<file path="config.mk">
export PLATFORM = sky130hd
export DESIGN_NAME = audio_sample_scheduler_flat
export DESIGN_NICKNAME = d
export VERILOG_FILES = /design/src/rtl/audio_sample_scheduler_if.sv /design/src/rtl/audio_sample_scheduler.sv /design/src/flat_wrapper.sv
export SDC_FILE = /design/constraint.sdc
export NUM_CORES = 1
export LEC_CHECK = 0
export ABC_AREA = 0
export ABC_CLOCK_PERIOD_IN_PS = 5390
export BUFFER_PORTS_ARGS = -buffer_cell sky130_fd_sc_hd__buf_2
export CORE_MARGIN = 2
export CORE_UTILIZATION = 50
export DETAILED_ROUTE_END_ITERATION = 7
export PLACE_DENSITY = 0.72
export SLEW_MARGIN = 5
export SYNTH_ARGS = -nofsm -noshare
export SYNTH_HDL_FRONTEND = slang
export SYNTH_SLANG_ARGS = --single-unit
</file>
<file path="constraint.sdc">
create_clock -name clk_pixel -period 5.39 [get_ports clk_pixel]
set_clock_uncertainty 0.05 [all_clocks]
set_input_delay 0.539 -clock clk_pixel [delete_from_list [all_inputs] [get_ports clk_pixel]]
set_output_delay 0.539 -clock clk_pixel [all_outputs]
set_load 0.02 [all_outputs]
</file>
<file path="src/rtl/audio_sample_scheduler_if.sv">
// Stereo sample source handshake: valid/ready transfer of one {left, right} pair.
// Latency: none, this only bundles wires.
// Backpressure: the scheduler drives src_ready; a transfer happens when src_valid & src_ready.
// Ports: src_valid/src_sample are driven by the source (master); src_ready by the scheduler (slave).
interface audio_sample_scheduler_if #(
    parameter int W = 16
) ();
    logic             src_valid;
    logic             src_ready;
    logic [2*W-1:0]   src_sample;

    modport master (output src_valid, output src_sample, input src_ready);
    modport slave  (input src_valid, input src_sample, output src_ready);
endinterface

</file>
<file path="src/rtl/audio_sample_scheduler.sv">
// Audio sample pacer: fractional accumulator turns clk_pixel into an exact-average sample strobe and pops a small FIFO.
// Latency: clk_audio and audio_sample_word change on the edge after the strobe decision; FIFO push-to-pop is at least one cycle.
// Backpressure: src_ready drops while the FIFO holds FIFO_DEPTH entries; popping on a strobe frees a slot for the next cycle.
// Ports: clk_pixel/reset_n (sole clock, async active-low reset); cfg_load/cfg_pixel_hz/cfg_sample_hz
//        reconfigure the rate, cfg_error flags an invalid pair; src is the source handshake; clk_audio is the
//        1-cycle strobe, audio_sample_word the held pair, underrun a sticky empty-on-strobe flag, fifo_level the fill.
module audio_sample_scheduler #(
    parameter int AUDIO_BIT_WIDTH = 16,
    parameter int FIFO_DEPTH      = 4,
    parameter int DEF_PIXEL_HZ    = 40_000_000,
    parameter int DEF_SAMPLE_HZ   = 48_000
) (
    input  logic                             clk_pixel,
    input  logic                             reset_n,
    input  logic                             cfg_load,
    input  logic [27:0]                      cfg_pixel_hz,
    input  logic [16:0]                      cfg_sample_hz,
    output logic                             cfg_error,
    audio_sample_scheduler_if.slave          src,
    output logic                             clk_audio,
    output logic [2*AUDIO_BIT_WIDTH-1:0]     audio_sample_word,
    output logic                             underrun,
    output logic [$clog2(FIFO_DEPTH):0]      fifo_level
);
    localparam int PTR_W = $clog2(FIFO_DEPTH);
    localparam int LVL_W = PTR_W + 1;
    localparam int DW    = 2 * AUDIO_BIT_WIDTH;

    localparam logic [27:0]      DEF_PIX  = 28'(DEF_PIXEL_HZ);
    localparam logic [16:0]      DEF_SMP  = 17'(DEF_SAMPLE_HZ);
    localparam logic [LVL_W-1:0] LVL_FULL = LVL_W'(FIFO_DEPTH);

    // Configuration and accumulator
    logic [27:0] pixel_hz_q, pixel_hz_d;
    logic [16:0] sample_hz_q, sample_hz_d;
    logic [27:0] acc_q, acc_d;
    logic        cfg_error_q, cfg_error_d;

    // Output registers
    logic          clk_audio_q, clk_audio_d;
    logic [DW-1:0] word_q, word_d;
    logic          underrun_q, underrun_d;

    // FIFO bookkeeping
    logic [PTR_W-1:0] wr_ptr_q, wr_ptr_d;
    logic [PTR_W-1:0] rd_ptr_q, rd_ptr_d;
    logic [LVL_W-1:0] level_q, level_d;
    logic [DW-1:0]    mem_q [FIFO_DEPTH];

    // Holds src_ready low until the first edge after reset release.
    logic ready_en_q;

    logic [28:0] sum;
    logic        wrap;
    logic        strobe;
    logic        fifo_empty;
    logic        push;
    logic        pop;

    // acc < pixel_hz and sample_hz < pixel_hz in a valid config, so sum < 2*pixel_hz
    // and the wrapped value always fits back into 28 bits.
    assign sum        = {1'b0, acc_q} + {12'd0, sample_hz_q};
    assign wrap       = (sum >= {1'b0, pixel_hz_q});
    // A cfg_load in the same cycle wins: the pending strobe is dropped.
    assign strobe     = wrap & ~cfg_error_q & ~cfg_load;
    assign fifo_empty = (level_q == '0);

    assign src.src_ready = ready_en_q & (level_q != LVL_FULL);

    // The flush on cfg_load also discards a push landing in that same cycle.
    assign push = src.src_valid & src.src_ready & ~cfg_load;
    assign pop  = strobe & ~fifo_empty;

    always_comb begin
        pixel_hz_d  = pixel_hz_q;
        sample_hz_d = sample_hz_q;
        acc_d       = acc_q;
        cfg_error_d = cfg_error_q;
        clk_audio_d = strobe;
        word_d      = word_q;
        underrun_d  = underrun_q;
        wr_ptr_d    = wr_ptr_q;
        rd_ptr_d    = rd_ptr_q;
        level_d     = level_q;

        if (cfg_load) begin
            pixel_hz_d  = cfg_pixel_hz;
            sample_hz_d = cfg_sample_hz;
            acc_d       = '0;
            cfg_error_d = (cfg_pixel_hz == '0) | (cfg_sample_hz == '0) |
                          ({11'd0, cfg_sample_hz} >= cfg_pixel_hz);
            underrun_d  = 1'b0;
            wr_ptr_d    = '0;
            rd_ptr_d    = '0;
            level_d     = '0;
        end else begin
            // The accumulator is frozen while the config is invalid; only a
            // new cfg_load can leave that state and it clears acc anyway.
            if (!cfg_error_q) begin
                acc_d = wrap ? 28'(sum - {1'b0, pixel_hz_q}) : sum[27:0];
            end

            if (strobe && fifo_empty) begin
                underrun_d = 1'b1;
            end

            if (pop) begin
                word_d   = mem_q[rd_ptr_q];
                rd_ptr_d = rd_ptr_q + 1'b1;
            end

            if (push) begin
                wr_ptr_d = wr_ptr_q + 1'b1;
            end

            case ({push, pop})
                2'b10:   level_d = level_q + 1'b1;
                2'b01:   level_d = level_q - 1'b1;
                default: level_d = level_q;
            endcase
        end
    end

    always_ff @(posedge clk_pixel or negedge reset_n) begin
        if (!reset_n) begin
            pixel_hz_q  <= DEF_PIX;
            sample_hz_q <= DEF_SMP;
            acc_q       <= '0;
            cfg_error_q <= 1'b0;
            clk_audio_q <= 1'b0;
            word_q      <= '0;
            underrun_q  <= 1'b0;
            wr_ptr_q    <= '0;
            rd_ptr_q    <= '0;
            level_q     <= '0;
            ready_en_q  <= 1'b0;
        end else begin
            pixel_hz_q  <= pixel_hz_d;
            sample_hz_q <= sample_hz_d;
            acc_q       <= acc_d;
            cfg_error_q <= cfg_error_d;
            clk_audio_q <= clk_audio_d;
            word_q      <= word_d;
            underrun_q  <= underrun_d;
            wr_ptr_q    <= wr_ptr_d;
            rd_ptr_q    <= rd_ptr_d;
            level_q     <= level_d;
            ready_en_q  <= 1'b1;
        end
    end

    // Storage needs no reset: level and pointers decide what is readable.
    always_ff @(posedge clk_pixel) begin
        if (push) begin
            mem_q[wr_ptr_q] <= src.src_sample;
        end
    end

    assign cfg_error         = cfg_error_q;
    assign clk_audio         = clk_audio_q;
    assign audio_sample_word = word_q;
    assign underrun          = underrun_q;
    assign fifo_level        = level_q;
endmodule
</file>
<file path="src/flat_wrapper.sv">
// flat-port wrapper written by rule: the top's interface ports become plain ports
module audio_sample_scheduler_flat 
#(
    parameter int AUDIO_BIT_WIDTH = 16,
    parameter int FIFO_DEPTH      = 4,
    parameter int DEF_PIXEL_HZ    = 40_000_000,
    parameter int DEF_SAMPLE_HZ   = 48_000
)
  (clk_pixel, reset_n, cfg_load, cfg_pixel_hz, cfg_sample_hz, cfg_error, clk_audio, audio_sample_word, underrun, fifo_level, src_src_valid, src_src_sample, src_src_ready);
  audio_sample_scheduler_if src_i ();
  input  logic clk_pixel;
  input  logic reset_n;
  input  logic cfg_load;
  input  logic [27:0] cfg_pixel_hz;
  input  logic [16:0] cfg_sample_hz;
  output logic cfg_error;
  output logic clk_audio;
  output logic [2*AUDIO_BIT_WIDTH-1:0] audio_sample_word;
  output logic underrun;
  output logic [$clog2(FIFO_DEPTH):0] fifo_level;
  input wire logic [$bits(src_i.src_valid)-1:0] src_src_valid;
  input wire logic [$bits(src_i.src_sample)-1:0] src_src_sample;
  output wire logic [$bits(src_i.src_ready)-1:0] src_src_ready;
  assign src_i.src_valid = src_src_valid;
  assign src_i.src_sample = src_src_sample;
  assign src_src_ready = src_i.src_ready;
  audio_sample_scheduler #(.AUDIO_BIT_WIDTH(AUDIO_BIT_WIDTH), .FIFO_DEPTH(FIFO_DEPTH), .DEF_PIXEL_HZ(DEF_PIXEL_HZ), .DEF_SAMPLE_HZ(DEF_SAMPLE_HZ)) u_core (.clk_pixel(clk_pixel), .reset_n(reset_n), .cfg_load(cfg_load), .cfg_pixel_hz(cfg_pixel_hz), .cfg_sample_hz(cfg_sample_hz), .cfg_error(cfg_error), .src(src_i), .clk_audio(clk_audio), .audio_sample_word(audio_sample_word), .underrun(underrun), .fifo_level(fifo_level));
endmodule
</file>
==> impl_metrics.yaml <==
synth:
  synth_area_leader_cell: "edfxtp_1"
  yosys_most_used_dff: "edfxtp_1"
  syn_area_sq_um: 12390
  async_flop_share: 0.4754
  yosysTopAreaCellShare: 0.3102
  synthDistinctLibCells: 67
  avgSynthCellArea_sq_um: 12.15
  synth.most_common_cell: "edfxtp_1"
  ys_ff_latch: 244
  synth_area_leaders: "edfxtp_1 31%, dfrtp_1 20%, ha_1 6.7%, mux4_2 5.8%, mux2_2 4.5%"
  ys_seq_area_frac: 0.5459
  synth_warnings: 0
  syn_nets: 1170
  syn_inst: 1020
  synth_edf_count: 128
  ys_top_cells_by_count: "128 x edfxtp_1, 101 x dfrtp_1, 90 x nand2_1"
clock_network:
  cts_tree: "done"
  clk_pin_slew_worst_paths_ps: 60
  worstSkewPairLatency_ps: 540
  cts-root-buf: "clkbuf_16"
  numCtsBuffers: 26
  htree_levels: 1
  cts_buffer_depth: 3
  cts.sinks: 244
timing:
  post-route-period-util: 0.9453
  setup_tns_ps: 0
  drv_slew: 0
  final-setup-viol-count: 0
  worst_slew_pin_slew_ps: 1023
  fin_ws_ps: 294.6
  hold_viol: 0
  clock.fmax_mhz: 196.3
  holdWs_ps: 134.9
  fin_crit_ps: 5095
  relSlewSlack: 0.3177
outcome:
  outcome: "completed"
setup_path:
  cp-end-kind: "flip-flop"
  arrival_ps: 5430
  rr_endpoint: "u_core.fifo_level[1]$_DFFE_PN0P_"
  critical_path.max_stage_delay_ps: 590
  critPathLaunch: "u_core.acc_q[2]$_DFFE_PN0P_"
  start_kind: "flip-flop"
  rrSetupSlack_ps: 290
  crit_path_max_fanout: 4
  rr_worst_depth: 20
  path_cells: "ha_1 > o21ai_1 > o21ai_1 > nand3_1 > a211o_1 > a21oi_2 > nand2_1 > or4_1 > xnor2_1 > ha_1 > nand3_1 > nor4_1 > a41oi_1 > o21a_1 > o211a_2 > and2_0 > nor3_1 > fa_1 > mux2i_1 > nor2_1"
  path_delay_family: "simple AND/OR/NAND/NOR gates"
  critPathRequiredTime_ps: 5730
  r2r-start: "u_core.acc_q[2]$_DFFE_PN0P_"
  path_class: "reg2reg"
  cp_num_buf_inv: 0
  critPathSlowestCell: "or4_1"
grt:
  grt_usage: 0.2146
  grt_pass1_vias: 8412
  grt_pass1_wl_microns: 44220
  grt.overflow.total: 0
  antenna_found_initial: 2
  grt_max_degree: 84
drt:
  post_drt_via_cell_ratio: 5.671
  avgRoutedWirePerCell_microns: 18.68
  via_count: 8472
  ant_nets: 0
  drc: 0
  firstDrtPassIters: 7
  routed_wl_microns: 27910
  drt_iter0_drc: 641
floorplanning:
  dieArea_sq_um: 26060
  die_h_microns: 161.4
  pin_count: 120
  core_sq_um: 24320
  die_w_microns: 161.4
  rows: 57
  initial_core_util: 0.5095
hold_path:
  worstHoldPathType: "in2async"
power_and_ir_drop:
  leakage_nw: 6.090
  vdd_drop_max_v: 0.0004198
  powerDensity_nw_per_um2: 481.6
layout:
  final_area_sq_um: 14360
  drive_gt1_frac: 0.2515
  utilization: 0.5905
  register_area_sq_um: 6766
  finalNetCount: 1299
  fillers: 1957
  syn2layout_area_growth_pct: 15.89
  multi_input_area_sq_um: 5265
place:
  dp_slack_ps: 52.27
  io_buffers: 119
  gp_congestion: 0.8713
  placed_cell_area_sq_um: 13390
  dp_hpwl_microns: 18860
job:
  cap_violations: 0
worst max path at each step:
stage	endpoint	slack, ps	cells past startpoint
after floorplan	u_core.fifo_level[2]$_DFFE_PN0P_	270	23
after global placement	u_core.fifo_level[2]$_DFFE_PN0P_	180	21
after detailed placement	u_core.fifo_level[2]$_DFFE_PN0P_	50	21
after CTS	u_core.fifo_level[2]$_DFFE_PN0P_	20	21
after global routing	u_core.fifo_level[2]$_DFFE_PN0P_	-5	23
final	u_core.fifo_level[1]$_DFFE_PN0P_	290	20
state kept, by name, indices dropped and copies added, names as in the netlist:
| signal | count |
|---|---|
| u_core.ready_en_q | 1 |
| u_core.cfg_error | 1 |
| u_core.clk_audio | 1 |
| u_core.rd_ptr_q | 2 |
| u_core.acc_q | 28 |
| u_core.sample_hz_q | 17 |
| u_core.pixel_hz_q | 28 |
| u_core.audio_sample_word | 32 |
| u_core.wr_ptr_q | 2 |
| u_core.underrun | 1 |
| u_core.mem_q | 128 |
| u_core.fifo_level | 3 |
cells in the final DEF (no fill, tap or decap), types with 7 or more instances in the layout:
cell	n
a21oi_1	56
edfxtp_1	128
nand3_1	13
o21a_1	11
and2_1	7
clkbuf_16	26
o211ai_1	7
a31oi_1	7
xor2_1	15
buf_2	117
nand4_1	9
nor3_1	15
a311oi_1	10
buf_4	21
ha_1	65
mux4_2	32
xnor2_1	36
dfrtp_1	100
nand2_1	90
nand2b_1	7
a21o_1	24
dfstp_2	15
nor2_1	57
o21ai_0	60
mux2_2	50
inv_1	66
nor4_1	14
cells by family after synthesis:
logic type / share of synthesized area
buffers and inverters: 0.03352
AO/OA/AOI/OAI: 0.1155
other: 0.0003026
multiplexers: 0.1052
AND/OR/NAND/NOR: 0.09198
adder cells (fa/ha/maj): 0.07149
XOR/XNOR: 0.03605
flip-flops: 0.5459
power breakdown:
part           internal, mW  switching [mW]  total [mW]
clock                  1.12           0.740        1.86
sequential             2.14           0.110        2.25
combinational          1.17            1.63        2.80
total                  4.44            2.48        6.92
layout make-up:
class,instances,area share
antenna,1,0.0001742
clock buffer,32,0.04896
clock inverter,16,0.01446
inverter,66,0.01725
multi-input combinational,672,0.3666
sequential,244,0.4712
tap,324,0.02823
timing repair buffer,139,0.05315
stage by stage:
stage               cells  total power [mW]
floorplan            1020             4.336
global placement     1445             4.971
detailed placement   1445             5.005
CTS                  1493             6.898
global route         1493             7.334
finish               1494             6.916
timing repair:
| action | CTS | global route |
|---|---|---|
| endpoints found under the hold margin | 0 | 0 |
| hold buffers | 0 | 0 |
| setup buffers | 0 | 0 |
| endpoints found under the setup margin | 0 | 59 |
| gates resized for setup | 0 | 9 |
metal layers:
metal  wire length, microns  share of wire  global-route usage
met1                  12000           0.43              0.2853
met2                  13430           0.48              0.3588
met4                    867          0.031             0.06899
met3                   1601          0.057             0.03980
met5                     13        0.00047                   0
No activity file was read; power rests on OpenSTA's default activity.
